$ cat src/rtl/dadda_pkg.sv
// dadda_pkg: shared mode type and elaboration helpers for the Dadda multiplier
package dadda_pkg;
  typedef enum logic {MODE_EXACT, MODE_APPROX} mult_mode_e;
  function automatic int prod_w(input int w);
    return 2 * w;
  endfunction
  function automatic int dadda_height(input int k);
    int d;
    d = 2;
    for (int i = 0; i < k; i++) d = d * 3 / 2;
    return d;
  endfunction
  function automatic int dadda_stages(input int h);
    int n;
    n = 0;
    for (int i = 0; i < 16; i++) if (dadda_height(i) < h) n = i + 1;
    return n;
  endfunction
endpackage

$ cat src/rtl/dadda_reduce.sv
// dadda_reduce: Dadda column compression of a partial-product array to two rows, with OR-approximated low columns
module dadda_reduce import dadda_pkg::*; #(
  parameter int WIDTH = 6,
  parameter int APPROX_COLS = 4
) (
  input  logic [WIDTH-1:0]   pp [WIDTH],
  input  mult_mode_e         mode,
  output logic [2*WIDTH-2:0] row0,
  output logic [2*WIDTH-2:0] row1
);
  localparam int COLS = 2 * WIDTH - 1;
  localparam int STAGES = dadda_stages(WIDTH);
  logic apx;
`ifdef DADDA_APPROX_MODE_EN
  assign apx = mode == MODE_APPROX;
`else
  logic unused_mode;
  assign apx = 1'b0;
  assign unused_mode = mode == MODE_APPROX;
`endif
  logic [WIDTH+1:0] m [COLS+1];
  logic [WIDTH+1:0] n [COLS+1];
  int h [COLS+1];
  int nh [COLS+1];
  int d, k;
  logic c;
  logic [COLS-1:0] lo_or;
  // approximated columns are zeroed before reduction so they feed no carries upward
  always_comb begin
    m = '{default: '0};
    n = '{default: '0};
    h = '{default: 0};
    nh = '{default: 0};
    d = 0;
    k = 0;
    c = 1'b0;
    lo_or = '0;
    row0 = '0;
    row1 = '0;
    for (int i = 0; i < WIDTH; i++)
      for (int j = 0; j < WIDTH; j++) begin
        lo_or[i+j] = lo_or[i+j] | pp[i][j];
        m[i+j][h[i+j]] = pp[i][j] & !(apx && (i + j < APPROX_COLS));
        h[i+j]++;
      end
    for (int s = STAGES - 1; s >= 0; s--) begin
      d = dadda_height(s);
      n = '{default: '0};
      nh = '{default: 0};
      for (int j = 0; j < COLS; j++) begin
        k = 0;
        for (int t = 0; t < WIDTH; t++)
          if (h[j] - k + nh[j] > d && h[j] - k >= 2) begin
            if (h[j] - k + nh[j] == d + 1 || h[j] - k == 2) begin
              n[j][nh[j]] = m[j][k] ^ m[j][k+1];
              c = m[j][k] & m[j][k+1];
              k += 2;
            end else begin
              n[j][nh[j]] = m[j][k] ^ m[j][k+1] ^ m[j][k+2];
              c = (m[j][k] & m[j][k+1]) | (m[j][k+2] & (m[j][k] ^ m[j][k+1]));
              k += 3;
            end
            nh[j]++;
            n[j+1][nh[j+1]] = c;
            nh[j+1]++;
          end
        for (int t = 0; t < WIDTH; t++)
          if (t >= k && t < h[j]) begin
            n[j][nh[j]] = m[j][t];
            nh[j]++;
          end
      end
      m = n;
      h = nh;
    end
    for (int j = 0; j < COLS; j++) begin
      row0[j] = m[j][0] | (apx && j < APPROX_COLS && lo_or[j]);
      row1[j] = m[j][1];
    end
  end
endmodule

$ cat src/rtl/dadda_mult_pipe.sv
// dadda_mult_pipe: 3-stage pipelined unsigned Dadda multiplier with valid/ready backpressure
// DADDA_APPROX_MODE_EN enables the runtime approximate mode; otherwise all products are exact
module dadda_mult_pipe import dadda_pkg::*; #(
  parameter int WIDTH = 6,
  parameter int APPROX_COLS = 4
) (
  input  logic                       clk,
  input  logic                       rst,
  input  logic                       in_valid,
  output logic                       in_ready,
  input  logic [WIDTH-1:0]           a,
  input  logic [WIDTH-1:0]           b,
  input  logic                       approx,
  output logic                       out_valid,
  input  logic                       out_ready,
  output logic [prod_w(WIDTH)-1:0]   prod,
  output logic                       prod_approx
);
  localparam int RW = prod_w(WIDTH) - 1;
  logic v1, v2, v3, adv1, adv2, adv3;
  logic [WIDTH-1:0] a1, b1;
  mult_mode_e mode_in, m1, m2;
  logic [WIDTH-1:0] pp [WIDTH];
  logic [RW-1:0] r0, r1, r0_q, r1_q, g, p;
  logic [RW:0] c;
  logic pr;
`ifdef DADDA_APPROX_MODE_EN
  assign mode_in = approx ? MODE_APPROX : MODE_EXACT;
`else
  logic unused_approx;
  assign mode_in = MODE_EXACT;
  assign unused_approx = approx;
`endif
  assign adv3 = !v3 || out_ready;
  assign adv2 = !v2 || adv3;
  assign adv1 = !v1 || adv2;
  assign in_ready = adv1;
  assign out_valid = v3;
  always_comb
    for (int i = 0; i < WIDTH; i++) pp[i] = a1 & {WIDTH{b1[i]}};
  dadda_reduce #(.WIDTH(WIDTH), .APPROX_COLS(APPROX_COLS)) u_reduce (
    .pp(pp), .mode(m1), .row0(r0), .row1(r1)
  );
  // flat carry-lookahead: each carry is a direct OR of generate terms gated by propagate runs
  always_comb begin
    g = r0_q & r1_q;
    p = r0_q ^ r1_q;
    c = '0;
    pr = 1'b0;
    for (int i = 0; i < RW; i++) begin
      c[i+1] = g[i];
      pr = p[i];
      for (int k = i - 1; k >= 0; k--) begin
        c[i+1] = c[i+1] | (pr & g[k]);
        pr = pr & p[k];
      end
    end
  end
  always_ff @(posedge clk)
    if (rst) begin
      {v1, v2, v3} <= '0;
      a1 <= '0;
      b1 <= '0;
      m1 <= MODE_EXACT;
      m2 <= MODE_EXACT;
      r0_q <= '0;
      r1_q <= '0;
      prod <= '0;
      prod_approx <= 1'b0;
    end else begin
      if (adv1) v1 <= in_valid;
      if (adv1 && in_valid) begin
        a1 <= a;
        b1 <= b;
        m1 <= mode_in;
      end
      if (adv2) begin
        v2 <= v1;
        r0_q <= r0;
        r1_q <= r1;
        m2 <= m1;
      end
      if (adv3) begin
        v3 <= v2;
        prod <= {c[RW], p ^ c[RW-1:0]};
        prod_approx <= m2 == MODE_APPROX;
      end
    end
endmodule

$ cat config.mk
export PLATFORM = sky130hd
export DESIGN_NAME = dadda_mult_pipe
export DESIGN_NICKNAME = d
export VERILOG_FILES = /design/src/rtl/dadda_pkg.sv /design/src/rtl/dadda_reduce.sv /design/src/rtl/dadda_mult_pipe.sv
export SDC_FILE = /design/constraint.sdc
export NUM_CORES = 1
export LEC_CHECK = 0
export ABC_AREA = 1
export CAP_MARGIN = 15
export CORE_ASPECT_RATIO = 1.2
export CORE_MARGIN = 2
export CORE_UTILIZATION = 55
export DETAILED_ROUTE_END_ITERATION = 8
export GPL_TIMING_DRIVEN = 0
export PLACE_DENSITY = 0.79
export SLEW_MARGIN = 20
export SYNTH_ARGS = -nofsm -noshare
export SYNTH_HDL_FRONTEND = slang
export SYNTH_SLANG_ARGS = --single-unit
$ cat constraint.sdc
create_clock -name clk -period 6.9 [get_ports clk]
set_input_delay 2.07 -clock clk [delete_from_list [all_inputs] [get_ports clk]]
set_output_delay 2.07 -clock clk [all_outputs]
set_load 0.01 [all_outputs]
### Word level (Yosys, flattened, before mapping)

Cells that the tools add are included.

| word-level totals | value |
|---|---|
| bits in registers | 48 |
| bits of input ports | 17 |
| word-level logic and storage cells | 264 |

| operators by class | value |
|---|---|
| bitwise logic cells | 249 |
| reductions and logical operators | 7 |

Operators with widths:

| operator | number |
|---|---|
| 1-bit AND | 135 |
| 1-bit bitwise OR | 70 |
| 6-bit AND | 6 |
| 1-bit XOR | 35 |
| 11-bit XOR | 2 |
| 11-bit AND | 1 |
| 1-bit logical NOT | 3 |
| 1-bit logical OR | 3 |
| 1-bit logical AND | 1 |

### Logic depth before layout (Yosys ltp)

Gate-level depths: netlist of run 1.

| depth | value |
|---|---|
| depth in word-level cells | 12 |
| depth in mapped cells | 12 |
| gate-level depth less buffers | 11 |

### Cells and area by module

From an unflattened synthesis of run 1, not the netlist that was laid out.

| unflattened totals | value |
|---|---|
| cells, all modules | 456 |
| area, all modules | 3,215.6 sq um |

Modules (own cells, without submodules):

| module | instances | cells each | area an instance (sq um) | seq. area each (sq um) |
|---|---|---|---|---|
| dadda_mult_pipe | 1 | 388 | 2,646.3 | 980.9 |
| dadda_reduce | 1 | 68 | 569.3 | 0.0 |

### Worst setup path after synthesis of run 1

Ideal clock, no wire load.

| path | value |
|---|---|
| kind | input-to-output |
| start | in out_ready |
| end | out in_ready |
| arrival | 2.474 ns |
| required time | 4.830 ns |
| setup slack | 2.356 ns |
| stages on the path | 4 |
| path through | nor2_4 inv_2 nor2_8 nand2_4 |

| on the way | value |
|---|---|
| cells in the longest elaborated chain, start to end | 3 |

RTL lines:

| element | RTL line | RTL |
|---|---|---|
| from (decl) | dadda_mult_pipe.sv:15 | `input logic out_ready,` |
| 1-bit logical OR | dadda_mult_pipe.sv:34 | `assign adv3 = !v3 \|\| out_ready;` |
| 1-bit logical OR | dadda_mult_pipe.sv:35 | `assign adv2 = !v2 \|\| adv3;` |
| 1-bit logical OR | dadda_mult_pipe.sv:36 | `assign adv1 = !v1 \|\| adv2;` |
| to (decl) | dadda_mult_pipe.sv:10 | `output logic in_ready,` |

No other way between the ends.

### Final worst setup path of run 1

Same ends and word-level chain as after synthesis.

==> out/results.ini, run 1 <==
[clock_network]
cts_sinks = 48
path_clk_slew_ns = 0.09
cts_root_buffer = clkbuf_8
post_cts_buffers = 0
cts_resized = 0
holdBufCountCts = 0
clock_latency_ns = 0.30
cts_buffers = 5
cts_max_level = 2
clockBufferDepth = 2
cts_tree = done

[place]
dpl.cell_count = 465
place.detailed.hpwl_mm = 4.50
portBuffers = 28
pre_cts_ws_ns = 1.30
place.gp.congestion = 0.884

[synthesis]
yosys_most_used_dff = dfxtp_1
synth_area_um2 = 2860
async_reset_ff_share_pct = 0
seq_area_frac_synth_pct = 33.6
synth-edff-count = 0
avgSynthCellArea_um2 = 7.59
ys_types = 33
syn_nets = 426
synth_cells = 377
synth_seq_cells = 48
ys_warn_count = 0

[floorplanning]
start_util_pct = 57.5
die_h_um = 83.0
core-area_um2 = 4970
die_w_um = 69.9
rows = 28
die_area_um2 = 5800
io_pins = 32

[critical_path]
worstSetupStartpointType = primary input
r2r_end = r1_q[6]
r2r_setup_slack_ns = 4.43
cp_data_arrival_time_ns = 3.52
critPathCaptureType = output pin
worstSetupPathType = primary input to output pin
required_ns = 4.83
crit_start = out_ready
critPathMaxFanout = 8
reg2reg_depth = 7
r2r_start = a1[5]

[status]
outcome = finished, final reports clean

[detailed_routing]
via_count = 2430
initialDrtViolationCount = 62
remaining_drc_errors = 0
wire_per_inst_um = 12.1
ant_nets = 0
viasPerCell = 5.14
routed_wl_mm = 5.73
drtPass1Iterations = 4

[timing]
fin_skew_ns = 0.0142
final.setup.tns_ns = 0
final-hold-violation-count = 0
period_needed_ns = 5.59
whs_ns = 0.481
finalSetupViolCount = 0
setup_ws_ns = 1.31
max_slew_margin_pct = 58.1
post-route-period-util_pct = 81.0
clock.fmax_mhz = 179
tightestPinTransition_ns = 0.628
rsz0062_at_grt = false
timing.final.max_slew_violations = 0

[layout]
layoutNonFillerInstCount = 473
final_common_cell = nand2_1
area_growth_pct = 16.7
insertedDiodeCount = 0
drive_gt1_share_pct = 9.69
final_nets = 461
final-seq-area_um2 = 961
multi_input_area_um2 = 1590
utilization_pct = 67.1
fillers = 464
layout_common_cells = 59 x nand2_1, 57 x inv_1, 48 x dfxtp_1

[pwr]
p_per_area_nw_per_um2 = 180
power_frac_comb_pct = 13.4
p_clk_share_pct = 35.6
ir_drop_v = 0.000137
seq_power_share_pct = 51.0
p_leak_uw = 0.00165
cellInternalPower_uw = 448
swShare_pct = 25.6
switching_power_uw = 154

[grt]
grt-ovfl-total = 0
grt_usage_pct = 21.0
grt_max_degree = 16
antenna_found_initial = 0
grt_pass1_wl_mm = 10.1
grt_pass1_vias = 2277

[worst_hold_path]
whs_endpoint = r0_q[1]
hp-class = flip-flop to flip-flop
min_path_cells = 2
min_from = r0_q[1]

[flow_run]
max-cap-violations = 0

metrics by stage:
step | power [uW] | instance area [um^2]
global route | 628 | 3340
floorplan | 362 | 2860
global placement | 392 | 3220
CTS | 606 | 3340
detailed placement | 394 | 3220
finish | 601 | 3340
final cells by class:
class	count	share of cell area (%)
plain buffers	16	2.66
clock buffers	6	2.47
clock inverters	2	1.16
inverters	60	6.74
multi-input cells	253	47.5
flip-flops and latches	48	28.8
well taps	60	2.25
repair buffers	28	8.39
state kept, by name (all words and copies together) (netlist names):
name,count
out_valid,1
v1,1
prod,12
r0_q,11
a1,6
b1,6
r1_q,10
v2,1
synth_stat cells, types with 2 or more instances:
library cell / count / share of area [%]
nand2_1: 59 / 7.7
inv_1: 57 / 7.5
dfxtp_1: 48 / 34
nor2_1: 40 / 5.2
o21ai_0: 28 / 4.9
nand3_1: 26 / 4.5
a21oi_1: 23 / 4.0
fa_1: 16 / 11
ha_1: 16 / 7.0
nor2_2: 11 / 2.4
o21ai_1: 10 / 1.7
buf_2: 8 / 1.4
clkbuf_1: 5 / 0.66
nand4_1: 4 / 0.87
inv_2: 3 / 0.39
xor2_1: 3 / 0.92
buf_6: 2 / 0.79
nand2_4: 2 / 0.79
nor3_1: 2 / 0.35
cell families (layout without fill, tap and decap cells):
kind of cell / after synthesis / after routing / synth area share [%]
buf+inv: 76 / 112 / 11.0
fa+ha+maj: 32 / 32 / 18.2
simple gates: 152 / 152 / 24.5
xor+xnor: 3 / 3 / 0.918
flops: 48 / 48 / 33.6
other cells: 1 / 1 / 0.131
compound gates: 65 / 65 / 11.7
metal layers:
metal  vias up  track usage, %  share of wire, %
li1       1257               -                 -
met1      1108            25.8                43
met2        54            37.6                51
met3        11            3.03               3.5
met4         0            6.82               2.1
met5         -               0                 0
how the worst max path moves through the flow:
| stage | to | slack, ns | cells past startpoint |
|---|---|---|---|
| 2_1_floorplan | in_ready | 2.36 | 4 |
| 3_3_place_gp | in_ready | 1.31 | 6 |
| 3_5_place_dp | in_ready | 1.30 | 6 |
| 4_1_cts | in_ready | 1.29 | 6 |
| 5_1_grt | in_ready | 1.23 | 6 |
| 6_report | in_ready | 1.31 | 6 |
power by group through the flow:
stage	Sequential [uW]	Combinational, uW	Clock (uW)
detailed placement	313	81.1	0
global placement	313	79.0	0
CTS	307	81.3	218
floorplan	310	52.2	0
global route	309	92.8	226
finish	307	80.6	214
worst max-delay path: stages:
cell and delay [ns]:
clkdlybuf4s50_1 0.45, nor2_4 0.18, inv_2 0.10, nor2_8 0.16, nand2_4 0.08, clkdlybuf4s50_1 0.48
Power figures use the tool's default switching activity.
==> run 2, diff against run 1 <==
==> constraint.sdc (replaced) <==
create_clock -name clk -period 5.35 [get_ports clk]
set_input_delay 1.605 -clock clk [delete_from_list [all_inputs] [get_ports clk]]
set_output_delay 1.605 -clock clk [all_outputs]
set_load 0.01 [all_outputs]
==> results of run 2 <==
Same layout as run 1 (identical final DEF). Status: finished, final reports clean.
Main changes from that run: setup slack after placement 1.30 ns -> 0.680 ns; setup slack after layout 1.31 ns -> 0.689 ns; register-to-register setup slack 4.43 ns -> 2.88 ns; total power 601 uW -> 775 uW; worst IR drop on VDD 0.000137 V -> 0.000177 V
==> run 3, diff against run 2 <==
--- a/config.mk
+++ b/config.mk
@@ -12,6 +12,7 @@
 export CORE_UTILIZATION = 55
 export DETAILED_ROUTE_END_ITERATION = 8
 export GPL_TIMING_DRIVEN = 0
+export MAX_ROUTING_LAYER = met4
 export PLACE_DENSITY = 0.79
 export SLEW_MARGIN = 20
 export SYNTH_ARGS = -nofsm -noshare
==> constraint.sdc (replaced) <==
create_clock -name clk -period 5.55 [get_ports clk]
set_input_delay 1.665 -clock clk [delete_from_list [all_inputs] [get_ports clk]]
set_output_delay 1.665 -clock clk [all_outputs]
set_load 0.01 [all_outputs]
==> out/results.ini, run 3 (synthesis results as in run 1) <==
[grt]
grt_pass1_vias = 2285  ; was 2277
antenna_found_initial = 0  ; unchanged
grt_usage_pct = 21.6  ; was 21.0%
grt-ovfl-total = 0  ; unchanged
grt_max_degree = 16  ; unchanged
grt_pass1_wl_mm = 10.1  ; unchanged

[critical_path]
critical_path.cell_chain = clkdlybuf4s50_1 > nor2_4 > inv_2 > nor2_8 > nand2_4 > clkdlybuf4s50_1  ; unchanged
cp_data_arrival_time_ns = 3.11  ; was 3.06 ns
worstSetupStartpointType = primary input  ; unchanged
slowest_delay_ns = 0.48  ; about the same
reg2reg_depth = 7  ; unchanged
critPathMaxFanout = 8  ; unchanged
worstSetupPathType = primary input to output pin  ; unchanged
required_ns = 3.88  ; was 3.74 ns
cp_common_cell = clkdlybuf4s50_1  ; unchanged
critPathCaptureType = output pin  ; unchanged
crit_slowest_cell = clkdlybuf4s50_1  ; unchanged

[detailed_routing]
viasPerCell = 5.14  ; about the same
initialDrtViolationCount = 56  ; was 62
via_count = 2429  ; was 2430
wire_per_inst_um = 12.1  ; about the same
routed_wl_mm = 5.72  ; was 5.73 mm
drtPass1Iterations = 4  ; unchanged
remaining_drc_errors = 0  ; unchanged
ant_nets = 0  ; unchanged

[timing]
tightestPinTransition_ns = 0.626  ; was 0.628 ns
finalSetupViolCount = 0  ; unchanged
final.setup.tns_ns = 0  ; unchanged
period_needed_ns = 4.78
timing.final.max_slew_violations = 0  ; unchanged
max_slew_margin_pct = 58.3  ; was 58.1%
final-hold-violation-count = 0  ; unchanged
clock.fmax_mhz = 209
whs_ns = 0.481  ; about the same
post-route-period-util_pct = 86.1
fin_skew_ns = 0.0134  ; was 0.0142 ns
rsz0062_at_grt = false  ; unchanged

[floorplanning]
start_util_pct = 57.5  ; unchanged
rows = 28  ; unchanged
die_area_um2 = 5800  ; unchanged
die_h_um = 83.0  ; unchanged
die_w_um = 69.9  ; unchanged
io_pins = 32  ; unchanged
core-area_um2 = 4970  ; unchanged

[pwr]
power_frac_comb_pct = 13.4  ; about the same
swShare_pct = 25.5  ; was 25.6%
ir_drop_v = 0.000170  ; was 0.000177 V
p_leak_uw = 0.00165  ; unchanged
switching_power_uw = 191  ; was 198 uW
p_clk_share_pct = 35.5  ; was 35.6%
p_per_area_nw_per_um2 = 224  ; was 232 nW/um^2
seq_power_share_pct = 51.1  ; was 51.0%
cellInternalPower_uw = 556  ; was 577 uW

[clock_network]
clock_latency_ns = 0.30  ; about the same
cts_root_buffer = clkbuf_8  ; unchanged
clockBufferDepth = 2  ; unchanged
cts_tree = done  ; unchanged
cts_resized = 0  ; unchanged
holdBufCountCts = 0  ; unchanged
cts_max_level = 2  ; unchanged
path_clk_slew_ns = 0.09  ; about the same
post_cts_buffers = 0  ; unchanged
cts_sinks = 48  ; unchanged
cts_buffers = 5  ; unchanged

[layout]
fin_area_um2 = 3340  ; unchanged
final_common_cell = nand2_1  ; unchanged
largest_register_ff_count = 12  ; unchanged
insertedDiodeCount = 0  ; unchanged
top_regs = prod (12), r0_q (11), r1_q (10)  ; unchanged
drive_gt1_share_pct = 9.69  ; unchanged
top_register = prod  ; unchanged
layout_common_cells = 59 x nand2_1, 57 x inv_1, 48 x dfxtp_1  ; unchanged
area_growth_pct = 16.7  ; unchanged
final_nets = 461  ; unchanged
utilization_pct = 67.1  ; unchanged

[flow_run]
max-cap-violations = 0  ; unchanged

[status]
outcome = finished, final reports clean  ; unchanged

[place]
portBuffers = 28  ; unchanged
place.gp.congestion = 0.898  ; was 0.884
placed_area_um2 = 3220  ; unchanged
place.detailed.hpwl_mm = 4.50  ; unchanged

[worst_hold_path]
min_path_cells = 2  ; unchanged
hp-class = flip-flop to flip-flop  ; unchanged

run 3: worst max-delay path, delay by kind of cell:
kind | cells | cell delay [ns]
buffers and inverters | 3 | 1.03
and+or+nand+nor | 3 | 0.42
run 3: layout make-up:
cell class / count / area, um^2
Clock buffer: 6 / 82.6
Fill cell: 464 / 1640
Sequential cell: 48 / 961
Inverter: 60 / 225
Timing Repair Buffer: 28 / 280
Tap cell: 60 / 75.1
Multi-Input combinational cell: 253 / 1590
Clock inverter: 2 / 38.8
Buffer: 16 / 88.8
run 3: through the flow:
stage	total power, uW	std cells	worst slack (ns)
2_1_floorplan	451	377	1.82
3_3_place_gp	487	465	0.766
3_5_place_dp	490	465	0.760
4_1_cts	753	473	0.752
5_1_grt	781	473	0.691
6_report	747	473	0.772
run 3: power groups by stage:
stage / registers (uW) / logic, uW / clock network (uW)
2_1_floorplan: 386 / 64.9 / 0
3_3_place_gp: 389 / 98.3 / 0
3_5_place_dp: 389 / 101 / 0
4_1_cts: 381 / 101 / 270
5_1_grt: 384 / 115 / 281
6_report: 381 / 100 / 265
run 3: worst paths after layout:
| check | to | from | slack (ns) |
|---|---|---|---|
| worst min register to register | r0_q[1] | r0_q[1] | 0.48 |
| worst max register to register | r1_q[6] | b1[1] | 3.08 |
| worst min-delay path | r0_q[1] | r0_q[1] | 0.48 |
| worst max-delay path | in_ready | out_ready | 0.77 |
run 3: routing by layer:
metal  global-route usage, %  wire (um)  up-vias
met4                    6.82        118        0
met2                    37.7       2950       57
met5                       -          0        -
met1                    25.7       2450     1106
met3                    3.03        202       10
li1                        -          -     1256
==> variant 1: new RTL, settings of run 2 <==
Build with the macro `DADDA_APPROX_MODE_EN` defined.
--- a/src/rtl/dadda_reduce.sv
+++ b/src/rtl/dadda_reduce.sv
@@ -1,2 +1,4 @@
 // dadda_reduce: Dadda column compression of a partial-product array to two rows, with OR-approximated low columns
+`define DADDA_APPROX_MODE_EN
+
 module dadda_reduce import dadda_pkg::*; #(
Behaviour: not the same (Yosys sat finds a counterexample within 4 cycles, from zero or initial values and one cycle with rst high).
==> variant 1 against run 2 <==
Total power up 5.4%; area after synthesis rose by 5.0%; setup slack got worse by 0.0012 ns; sequential cell count is 3 higher; utilization decreased by 0.95 points; final cell count rose by 7.4%; cell area is 5.0% higher; wire length increased by 17%; combinational power rose by 9.6%; critical endpoint unchanged; largest cell class unchanged; highest routed layer unchanged.
==> variant 1: results (changes against run 2) <==
- Hold Crit Endpoint: m2
- Global placement routability congestion: 0.873 (-1.2%)
- HPWL after detailed placement: 5.21 mm (+16%)
- Startpoint of the worst hold path: m2
- Cell leakage power: 0.00167 uW (+1.2%)
- Fill cell total of the finished layout: 475 (+2.4%)
- Synthesized Nets: 457 (+7.3%)
- Worst clock skew on the final layout: 0.0147 ns (+0.000578 ns)
- Worst-path cell with the longest stage delay: sky130_fd_sc_hd__clkdlybuf4s50_1
- Hold_ws: 0.477 ns (-0.00489 ns)
- Synth unique cells: 29 (-12%)
- Synthesized-area fraction occupied by adder cells: 0.173 (-0.00870)
- Via count of the first global-routing pass: 2696 (+18%)
- Parity-gate share of the synthesized area counting xor and xnor cells: 0.00874 (-0.000439)
- Worst Max-Slew Pin Slew: 0.454 ns (-0.174 ns)
- Combinational-cell power consumption: 114 uW (+9.6%)
- Critical register-to-register path startpoint: b1[1]
- Post-route total power: 818 uW (+5.4%)
- Worst-case reg-to-reg path depth: 8 (+1)
- Top post-synthesis cells by area: sky130_fd_sc_hd__dfxtp_1 (34%), sky130_fd_sc_hd__fa_1 (11%), sky130_fd_sc_hd__nand2_1 (10%)
- Register-to-register setup slack: 2.70 ns (-0.18 ns)
- Drt initial violations: 125 (+100%)
- Critical path origin: out_ready
- Average vias per placed instance: 5.43 (+5.7%)
- Relative contribution of the clock network to total power: 0.352 (-0.004)
- Count of port buffers added during placement: 30 (+7.1%)
- Post-synthesis sequential area ratio: 0.340 (+0.00391)
- Capture point of the critical path: in_ready
- Area share of the leading cell type in the synthesized netlist: 0.340 (+0.00391)
- Setup WS pre-CTS: 0.694 ns (+0.0138 ns)
- Share of the synthesized area in compound gates (AO/OA/AOI/OAI): 0.123 (+0.00563)
- Maximum cell stage delay along the critical path: 0.48 ns (about the same)
- Total number of nets in the final design: 494 (+7.2%)
- Routed WL per cell: 13.2 um (+8.8%)
- Pin count of the biggest net entering global routing: 17 (+1)
- Endpoint of the worst-slack reg-to-reg timing path: r1_q[6]
- Maximum resistive drop on vdd: 172 uV (-2.9%)
- Most instantiated cells after synthesis: sky130_fd_sc_hd__nand2_1 (84), sky130_fd_sc_hd__nor2_1 (53), sky130_fd_sc_hd__inv_1 (52), sky130_fd_sc_hd__dfxtp_1 (51), sky130_fd_sc_hd__o21ai_0 (37)
- Max Clock Freq: 214 MHz (about the same)
- Run status: complete, no violations
- Number of H-tree levels: 2 (unchanged)
- Ratio of cells with drive above 1 in the final layout: 0.0538 (-0.0430)
- Total routing usage reported by global routing: 0.235 (+0.0251)
- First-pass GRT wire length: 11.6 mm (+14%)
- Worst-path fanout max: 9 (+1)
- Path class of the lowest-slack min-delay path: flip-flop to flip-flop
- P_sw: 213 uW (+7.6%)
[variant 1: final cells by class]
cell class	count	area, um2	share of cell area
clock inverter	2	38.8	0.0111
clock buffer	6	82.6	0.0236
sequential	51	1020	0.291
timing repair buffer	30	300	0.0857
tap	62	77.6	0.0221
buffer	18	95.1	0.0271
multi-input combinational	285	1690	0.481
inverter	54	204	0.0582
[variant 1: per-layer routing]
layer / wire length (um) / GRT usage / up-vias / part of all wire
met4: 163 / 0.101 / 0 / 0.024
met1: 2690 / 0.261 / 1307 / 0.40
met5: 0 / 0 / - / 0
met3: 245 / 0.0273 / 15 / 0.037
li1: - / - / 1366 / -
met2: 3590 / 0.443 / 70 / 0.54
[variant 1: per-stage QoR]
step,instances,area (um2)
4_1_cts,508,3510
6_report,508,3510
2_1_floorplan,408,3010
3_5_place_dp,500,3380
5_1_grt,508,3510
3_3_place_gp,500,3380
==> variant 2: new RTL, flow settings as in run 2 <==
Made on the original files. `WIDTH` is set to 6 in 2 places; all go to 7.
--- a/src/rtl/dadda_reduce.sv
+++ b/src/rtl/dadda_reduce.sv
@@ -2,3 +2,3 @@
 module dadda_reduce import dadda_pkg::*; #(
-  parameter int WIDTH = 6,
+  parameter int WIDTH = 7,
   parameter int APPROX_COLS = 4
--- a/src/rtl/dadda_mult_pipe.sv
+++ b/src/rtl/dadda_mult_pipe.sv
@@ -3,3 +3,3 @@
 module dadda_mult_pipe import dadda_pkg::*; #(
-  parameter int WIDTH = 6,
+  parameter int WIDTH = 7,
   parameter int APPROX_COLS = 4
Ports: changed (resized a, b and prod); port bits go from 32 to 36. The function was not compared with the original's and may differ.
==> variant 2 against run 2 <==
Cell area rose by 22%; setup slack got worse by 0.078 ns; sequential cell count rose by 8; area after synthesis rose by 24%; wire length rose by 31%; total power rose by 11%; critical path type unchanged; final cell count rose by 26%; via count rose by 26%.
==> variant 2: results (changes against run 2) <==
- Run status: complete, no violations
- First-pass GRT wire length: 13.0 mm (+28%)
- Met1 capacity usage during global routing: 0.260 (+0.00207)
- Layout non-clock buf frac: 0.123 (+0.0121)
- Top post-synthesis cells by area: sky130_fd_sc_hd__dfxtp_1 (32%), sky130_fd_sc_hd__fa_1 (14%), sky130_fd_sc_hd__inv_1 (8.3%)
- Initial DRT Pass Iterations: 5 (+1)
- Worst clock skew on the final layout: 0.00916 ns (-0.00500 ns)
- Global Route met2 Usage: 0.418 (+0.0424)
- Synth unique cells: 28 (-15%)
- Maximum resistive drop on vdd: 103 uV (-42%)
- Bufs w/o clock: 64 (+45%)
- Clock-cell share of area: 0.0221 (-0.0142)
- Via count of the first global-routing pass: 3014 (+32%)
- Worst Max-Slew Pin Slew: 0.517 ns (-0.111 ns)
- Pin count of the biggest net entering global routing: 19 (+3)
- Placed instance count: 590 (+27%)
- Synthesized area per cell: 7.51 um2 (-1.1%)
- Total number of nets in the final design: 575 (+25%)
- Number of non-filler instances in the completed layout: 598 (+26%)
- Amount of wire on met2 after detailed routing: 4.03 mm (+38%)
- Post-synthesis sequential area ratio: 0.315 (-0.0202)
- Number of multi-input combinational cells: 303 (+20%)
- Synthesized-area fraction occupied by adder cells: 0.208 (+0.0259)
- Global placement routability congestion: 0.857 (-3.0%)
- Total routing usage reported by global routing: 0.226 (+0.0161)
- Critical register-to-register path startpoint: b1[0]
- Multi-input logic portion of the cell area: 0.478 (+0.00256)
- Total of flip-flops plus latches after synthesis: 56 (+17%)
- Worst-case reg-to-reg path depth: 11 (+4)
- Register-to-register setup slack: 2.54 ns (-0.34 ns)
- Startpoint of the worst hold path: r0_q[0]
- HPWL after detailed placement: 5.93 mm (+32%)
- Hold Crit Endpoint: r0_q[0]
- Critical Path AT: 3.13 ns (+0.07 ns)
- Inverter count of the layout excluding clock inverters: 82 (+37%)
- Synthesized Nets: 536 (+26%)
- Largest registers: prod x14, r0_q x13, r1_q x12
- Sequential fraction of total cell area: 0.275 (-0.0123)
- Cell leakage power: 0.00217 uW (+32%)
- Drt initial violations: 92 (+48%)
## variant 2: changes by cell type in the layout (fill, tap and decap cells not counted), sizes merged, moves of 2 or more
| cell | delta |
|---|---|
| ha | +3 |
| o21bai | +3 |
| a21oi | +4 |
| clkbuf | +3 |
| fa | +9 |
| or2 | -2 |
| clkdlybuf4s50 | +4 |
| o21ai | +9 |
| dfxtp | +8 |
| nand2 | +14 |
| nor2 | +18 |
| inv | +23 |
| buf | +12 |
| nand3 | -6 |
## variant 2: per-stage QoR
stage          instance area, um2   util
2_1_floorplan                3550      -
3_5_place_dp                 3980  0.629
3_3_place_gp                 3980  0.629
5_1_grt                      4070  0.643
6_report                     4070  0.643
4_1_cts                      4070  0.643
## variant 2: worst max-delay path: cells and delay by family
kind | cells | cell delay (ns)
and+or+nand+nor | 3 | 0.47
buffers and inverters | 3 | 1.05
## variant 2: power breakdown
part | total, uW | switching [uW] | internal, uW
sequential | 450 | 9.93 | 440
combinational | 164 | 93.5 | 70.4
clock | 245 | 152 | 93.5
total | 859 | 255 | 604
